<file path="src/rtl/func_link_pkg.sv">
// ----------------------------------------------------------------------------
// func_link_pkg
//
// Purpose:
//   Shared definitions for both ends of the interface-function serial link.
//   The transmitter (transmissor_funcao) and the remote receiver use this
//   package so that state encoding, line levels and the default code width
//   always agree.
//
// Contents:
//   tx_state_t           frame state machine encoding (3 bits)
//   LINE_IDLE            level driven while no frame is in flight
//   START_BIT            level of the start bit
//   STOP_BIT             level of the stop bit
//   DEFAULT_FUNC_W       default width of the function code
//   DEFAULT_CLKS_PER_BIT default number of clocks each serial bit is held
//   cnt_width()          width of a counter that must hold 0..n-1 (min 1)
//
// Configuration:
//   PARITY_EN (macro) selects the even-parity frame in the users of this
//   package. The PARITY encoding is always reserved here so both ends keep
//   the same state numbering.
// ----------------------------------------------------------------------------
package func_link_pkg;

    typedef enum logic [2:0] {
        IDLE   = 3'd0,
        START  = 3'd1,
        DATA   = 3'd2,
        PARITY = 3'd3,
        STOP   = 3'd4
    } tx_state_t;

    localparam logic LINE_IDLE = 1'b1;
    localparam logic START_BIT = 1'b0;
    localparam logic STOP_BIT  = 1'b1;

    localparam int DEFAULT_FUNC_W       = 3;
    localparam int DEFAULT_CLKS_PER_BIT = 4;

    // A counter for 0..n-1 needs clog2(n) bits, but never fewer than one,
    // otherwise a single-bit code would produce a zero-width vector.
    function automatic int cnt_width(input int n);
        if (n > 1) begin
            return $clog2(n);
        end
        return 1;
    endfunction

endpackage

</file>
<file path="src/rtl/temporizador_bit.sv">
// ----------------------------------------------------------------------------
// temporizador_bit
//
// Purpose:
//   Bit-period timer for the serial transmitter. A down-counter that runs
//   from CLKS_PER_BIT-1 to 0 while enabled. When it sits at 0, bit_tick is
//   asserted for that cycle and the counter reloads, so every bit period is
//   exactly CLKS_PER_BIT cycles long, including CLKS_PER_BIT = 1 where the
//   reload value is 0 and bit_tick is asserted every enabled cycle.
//
// Parameters:
//   CLKS_PER_BIT  clocks per serial bit, legal range 1..255
//
// Ports:
//   clk        in   1   system clock, rising edge
//   rst_n      in   1   asynchronous reset, active low (clears the count)
//   load       in   1   reload to CLKS_PER_BIT-1 (start of a new frame)
//   en         in   1   count while a frame is in flight
//   bit_tick   out  1   current cycle is the last cycle of a bit period
//   last_next  out  1   the count after the next edge will be 0, i.e. the
//                       coming cycle is the last cycle of its bit period
// ----------------------------------------------------------------------------
module temporizador_bit
    import func_link_pkg::*;
#(
    parameter int CLKS_PER_BIT = DEFAULT_CLKS_PER_BIT
)
(
    input  logic clk,
    input  logic rst_n,
    input  logic load,
    input  logic en,
    output logic bit_tick,
    output logic last_next
);

    localparam logic [7:0] RELOAD = 8'(CLKS_PER_BIT - 1);

    logic [7:0] count;
    logic [7:0] count_next;

    assign bit_tick = en && (count == 8'd0);

    // Reload has priority over counting down: at the end of a bit period the
    // counter jumps straight back to the top instead of underflowing, and a
    // new frame always starts from a full period.
    always_comb begin
        count_next = count;
        if (load || bit_tick) begin
            count_next = RELOAD;
        end else if (en) begin
            count_next = count - 8'd1;
        end
    end

    // Looking at the next count lets the owner register outputs that must be
    // valid during the last cycle of a bit period.
    assign last_next = (count_next == 8'd0);

    always_ff @(posedge clk or negedge rst_n) begin
        if (!rst_n) begin
            count <= 8'd0;
        end else begin
            count <= count_next;
        end
    end

endmodule

</file>
<file path="src/rtl/transmissor_funcao.sv">
// ----------------------------------------------------------------------------
// transmissor_funcao
//
// Purpose:
//   Sending end of the interface-function link. Latches a FUNC_W-bit
//   function code on request and serializes it on one wire:
//     start(0), data LSB first, [even parity], stop(1); line idles high.
//   Each bit is held for CLKS_PER_BIT clock cycles.
//
// Parameters:
//   FUNC_W        width of the function code (bit0 is sent first)
//   CLKS_PER_BIT  clocks per serial bit, legal range 1..255
//
// Ports:
//   clk        in   1       system clock, rising edge
//   rst_n      in   1       asynchronous reset, active low
//   func_in    in   FUNC_W  function code, sampled only when a send is accepted
//   send       in   1       request to transmit func_in
//   ready      out  1       1 = can accept a send (idle or last stop cycle)
//   tx_serial  out  1       serial line to the remote interface
//   done       out  1       one-cycle pulse in the last stop-bit cycle
//
// Configuration:
//   PARITY_EN  when defined, an even-parity bit (XOR of the latched code) is
//              inserted between the data bits and the stop bit. When not
//              defined the PARITY state is unused and DATA goes to STOP.
//              The remote receiver must be built with the same setting.
//
// All outputs come straight from flops; the next values are computed from
// the next state so that they line up with the state they describe.
// ----------------------------------------------------------------------------
module transmissor_funcao
    import func_link_pkg::*;
#(
    parameter int FUNC_W       = DEFAULT_FUNC_W,
    parameter int CLKS_PER_BIT = DEFAULT_CLKS_PER_BIT
)
(
    input  logic              clk,
    input  logic              rst_n,
    input  logic [FUNC_W-1:0] func_in,
    input  logic              send,
    output logic              ready,
    output logic              tx_serial,
    output logic              done
);

    localparam int              BIT_W    = cnt_width(FUNC_W);
    localparam logic [BIT_W-1:0] LAST_BIT = BIT_W'(FUNC_W - 1);

    tx_state_t         state;
    tx_state_t         state_next;
    logic [FUNC_W-1:0] shift_reg;
    logic [FUNC_W-1:0] shift_next;
    logic [BIT_W-1:0]  bit_cnt;
    logic [BIT_W-1:0]  bit_cnt_next;
`ifdef PARITY_EN
    logic              parity_reg;
    logic              parity_next;
`endif

    logic              tx_next;
    logic              done_next;
    logic              ready_next;

    logic              accept;
    logic              timer_en;
    logic              bit_tick;
    logic              last_next;

    // A request is taken only when ready is already high; anything arriving
    // while a frame is in flight is dropped, there is no queue.
    assign accept   = send && ready;
    assign timer_en = (state != IDLE);

    temporizador_bit #(
        .CLKS_PER_BIT (CLKS_PER_BIT)
    ) u_temporizador_bit (
        .clk       (clk),
        .rst_n     (rst_n),
        .load      (accept),
        .en        (timer_en),
        .bit_tick  (bit_tick),
        .last_next (last_next)
    );

    // State register plus the registered outputs. Reset drops the frame in
    // flight and returns the line to idle immediately, without a done pulse.
    always_ff @(posedge clk or negedge rst_n) begin
        if (!rst_n) begin
            state      <= IDLE;
            shift_reg  <= '0;
            bit_cnt    <= '0;
`ifdef PARITY_EN
            parity_reg <= 1'b0;
`endif
            tx_serial  <= LINE_IDLE;
            ready      <= 1'b1;
            done       <= 1'b0;
        end else begin
            state      <= state_next;
            shift_reg  <= shift_next;
            bit_cnt    <= bit_cnt_next;
`ifdef PARITY_EN
            parity_reg <= parity_next;
`endif
            tx_serial  <= tx_next;
            ready      <= ready_next;
            done       <= done_next;
        end
    end

    // Next-state logic. The code is latched on accept, which can happen in
    // IDLE or in the last STOP cycle; in the latter case START follows
    // directly so back-to-back frames have no idle bit between them. The
    // parity is computed from the code at accept because the shift register
    // no longer holds all data bits by the time the parity bit is sent.
    always_comb begin
        state_next   = state;
        shift_next   = shift_reg;
        bit_cnt_next = bit_cnt;
`ifdef PARITY_EN
        parity_next  = parity_reg;
`endif

        if (accept) begin
            shift_next   = func_in;
            bit_cnt_next = '0;
`ifdef PARITY_EN
            parity_next  = ^func_in;
`endif
        end

        case (state)
            IDLE: begin
                if (accept) begin
                    state_next = START;
                end
            end
            START: begin
                if (bit_tick) begin
                    state_next = DATA;
                end
            end
            DATA: begin
                if (bit_tick) begin
                    if (bit_cnt == LAST_BIT) begin
                        bit_cnt_next = '0;
`ifdef PARITY_EN
                        state_next   = PARITY;
`else
                        state_next   = STOP;
`endif
                    end else begin
                        bit_cnt_next = bit_cnt + BIT_W'(1);
                        shift_next   = shift_reg >> 1;
                    end
                end
            end
`ifdef PARITY_EN
            PARITY: begin
                if (bit_tick) begin
                    state_next = STOP;
                end
            end
`endif
            STOP: begin
                if (bit_tick) begin
                    state_next = accept ? START : IDLE;
                end
            end
            default: begin
                state_next = IDLE;
            end
        endcase
    end

    // Output decode from the next state, so the registered outputs describe
    // the cycle that state_next will occupy. done and ready rise together in
    // the last stop cycle so a new send can be taken without a gap.
    always_comb begin
        tx_next = LINE_IDLE;
        case (state_next)
            START:   tx_next = START_BIT;
            DATA:    tx_next = shift_next[0];
`ifdef PARITY_EN
            PARITY:  tx_next = parity_next;
`endif
            STOP:    tx_next = STOP_BIT;
            default: tx_next = LINE_IDLE;
        endcase

        done_next  = (state_next == STOP) && last_next;
        ready_next = (state_next == IDLE) || done_next;
    end

endmodule

</file>
<file path="config.mk">
export PLATFORM = sky130hd
export DESIGN_NAME = transmissor_funcao
export DESIGN_NICKNAME = d
export VERILOG_FILES = /design/src/rtl/func_link_pkg.sv /design/src/rtl/temporizador_bit.sv /design/src/rtl/transmissor_funcao.sv
export SDC_FILE = /design/constraint.sdc
export NUM_CORES = 1
export LEC_CHECK = 0
export BUFFER_PORTS_ARGS = -buffer_cell sky130_fd_sc_hd__clkbuf_2
export CAP_MARGIN = 20
export CELL_PAD_IN_SITES_DETAIL_PLACEMENT = 0
export CELL_PAD_IN_SITES_GLOBAL_PLACEMENT = 1
export CORE_MARGIN = 8
export CORE_UTILIZATION = 44
export CTS_BUF_LIST = sky130_fd_sc_hd__clkbuf_16
export DETAILED_ROUTE_END_ITERATION = 8
export PLACE_DENSITY_LB_ADDON = 0.1
export SLEW_MARGIN = 0
export SYNTH_ARGS = -nofsm -noshare
export SYNTH_HDL_FRONTEND = slang
export SYNTH_SLANG_ARGS = --single-unit
</file>
<file path="constraint.sdc">
create_clock -name clk -period 2.57 [get_ports clk]
set_clock_uncertainty 0.05 [all_clocks]
set_input_delay 0.514 -clock clk [delete_from_list [all_inputs] [get_ports clk]]
set_output_delay 0.514 -clock clk [all_outputs]
set_load 0.02 [all_outputs]
</file>
==> results.json <==
{
  "outcome": "finished clean",
  "cts_buffers": 3,
  "pin_count": 9,
  "grt_pass1_wl_um": 4060,
  "reg2reg_from": "u_temporizador_bit.count[0]",
  "synth_top_area_cell": "dfrtp_1",
  "syn_area_per_cell_um2": 8.95,
  "cpPeakStageDelay_ps": 440,
  "worst_ep_required_time_ps": 2690,
  "htreeDepth": 1,
  "cts.clk_slew.worst_paths_ps": 60,
  "ys_ff_latch": 19,
  "slew_headroom_pct": 61.9,
  "drc": 0,
  "rsz0062_at_grt": "no",
  "arrival_ps": 2480,
  "dieArea_um2": 4410,
  "holdCritPathClass": "in -> async",
  "core-area_um2": 2450,
  "antenna_found_initial": 0,
  "crit_type": "reg -> reg",
  "synth_enable_flop_cells": 0,
  "synth-seq-area-share_pct": 42.7,
  "cts-resized-gates": 0,
  "synth_area_um2": 1120,
  "yosysMostFrequentCell": "dfrtp_1",
  "ctsHoldBuffers": 0,
  "synth_cell_types": 42,
  "critPathLaunch": "u_temporizador_bit.count[0]",
  "viasPerCell": 5.54,
  "power_mw": 1.47,
  "dr_total_vias": 908,
  "r2r_slack_ps": 210,
  "synth_warnings": 0,
  "slew_viol_final": 0,
  "synth_fp_nets": 133,
  "synth_commonest_cells": "17 x dfrtp_1, 15 x nor2_1, 9 x nand2_1",
  "worstRegToRegCells": 7,
  "start_util_pct": 45.6,
  "layout.nets": 143,
  "syn_inst": 125,
  "drive_above_1_share_pct": 17.9,
  "drtPass1Iterations": 4,
  "cts_setup_buffers": 0,
  "p_per_area_nw_per_um2": 1160,
  "clock-root-buffer": "clkbuf_16",
  "clock-sinks": 19,
  "grt_pass1_vias": 869,
  "critical-path-slowest-cell": "dfrtp_1",
  "overflow": 0,
  "multi_input_area_um2": 587,
  "wl_per_cell_um": 14.5,
  "p_leak_nw": 0.557,
  "end_kind": "flop",
  "drt_iter0_markers": 66,
  "synthFlopType": "dfrtp_1",
  "yosysTopAreaCellShare_pct": 38.0,
  "wirelength_um": 2380,
  "rows": 18,
  "cp_max_fo": 7,
  "ant_nets": 0,
  "ys_async_sr_fraction_pct": 100,
  "io_buffers": 8,
  "critPathLaunchType": "flop",
  "grt_max_degree": 20,
  "track_usage_pct": 11.9,
  "cp_cell_sequence": "inv_1 -> ha_1 -> or3b_1 -> or4_1 -> mux2i_1 -> nand4_1 -> o31ai_2",
  "num_antenna_cells": 0,
  "synthTopCellsByArea": "dfrtp_1 38%, nor2_1 5.0%, dfstp_2 4.7%, a21oi_1 3.1%, o21ai_0 3.1%",
  "syn_to_final_growth_pct": 13.6,
  "maxCapViolCount": 0,
  "finalSetupTns_ps": 0,
  "fin_crit_ps": 2360,
  "die_x_um": 66.4,
  "largest_reg_flops": 8,
  "place_hpwl_um": 1730,
  "max_freq_mhz": 423,
  "fill_cells": 241,
  "finalCritPeriodShare_pct": 92.0,
  "clock_latency_ps": 250,
  "vdd_drop_max_mv": 0.550,
  "setup_viol": 0,
  "final_core_util_pct": 51.8,
  "die_y_um": 66.4,
  "final-seq-area_um2": 478,
  "hold_viol": 0,
  "r2r-end": "ready",
  "crit_path_end": "ready",
  "cts_tree": "yes",
  "worstMarginPinSlew_ps": 569,
  "gp_congestion": 0.831,
  "clock_path_buffers": 2
}
==> stage by stage <==
step / hold WS [ps] / cell area [um^2] / setup WS [ps] / std cells
floorplan: 168 / 1120 / 437 / 125
global placement: 435 / 1190 / 350 / 160
detailed placement: 452 / 1190 / 233 / 160
CTS: 185 / 1270 / 220 / 164
global route: 212 / 1270 / 39.5 / 164
finish: 161 / 1270 / 207 / 164
==> power by group <==
group          internal (mW)  switching (mW)  leakage, nW  total [mW]
sequential             0.407           0.122        0.239       0.528
combinational          0.265           0.357        0.277       0.622
clock                  0.209           0.114       0.0409       0.322
total                  0.880           0.592        0.557        1.47
==> final cells by class <==
type | instances | area share, %
Clock buffer | 3 | 5.91
Clock inverter | 1 | 0.394
Inverter | 5 | 1.48
Multi-Input combinational cell | 94 | 46.2
Sequential cell | 19 | 37.6
Tap cell | 30 | 2.95
Timing Repair Buffer | 12 | 5.51
==> worst max-delay path: cells and delay by family, from the launching register on <==
kind	cells	cell delay, ps
muxes	1	220
DFF	1	440
buffers and inverters	1	130
adders and majority gates	1	200
AOI/OAI and AO/OA	1	240
and+or+nand+nor	3	1000
==> kinds of logic after synthesis <==
group	synth area share, %
XOR/XNOR	3.92
flip-flops	42.7
AO/OA/AOI/OAI	16.1
AND/OR/NAND/NOR	27.5
multiplexers	2.68
adder cells (fa/ha/maj)	2.24
buffers and inverters	4.81
==> worst min-delay path by stage <==
stage                     startpoint                     endpoint  slack [ps]  depth (start not counted)
final                          rst_n  u_temporizador_bit.count[5]         160                          1
after global routing           rst_n                     state[1]         210                          1
after CTS                      rst_n  u_temporizador_bit.count[5]         180                          1
after detailed placement       rst_n  u_temporizador_bit.count[5]         450                          1
after global placement    bit_cnt[1]                   bit_cnt[0]         440                          1
after floorplan                rst_n                   bit_cnt[0]         170                          0
==> placed cells by master (no fill, tap or decap), types with 2 or more instances in the layout <==
cell,Yosys,routed
a31oi_1,2,2
xnor2_1,3,3
nand4_1,4,4
a21oi_1,7,7
clkbuf_2,0,8
inv_1,5,5
dfrtp_1,17,17
o21ai_0,7,7
mux2i_1,3,3
dfstp_2,2,2
nor2_1,15,15
or2_2,2,2
o31ai_1,2,2
nand2_1,9,9
and4_1,2,2
ha_1,2,2
nand2b_1,4,4
nand3_1,5,5
clkbuf_16,0,3
a211o_1,2,2
nor2b_1,2,2
xor2_1,2,2
buf_4,0,4
nor3_1,3,3
==> metal layers <==
metal	vias up	part of all wire, %	track usage (%)
li1	466	-	-
met1	427	50	15.6
met2	13	45	18.1
met3	2	4.3	3.39
met4	0	0.42	4.00
met5	-	0	0
No activity file was read; power rests on OpenSTA's default activity.
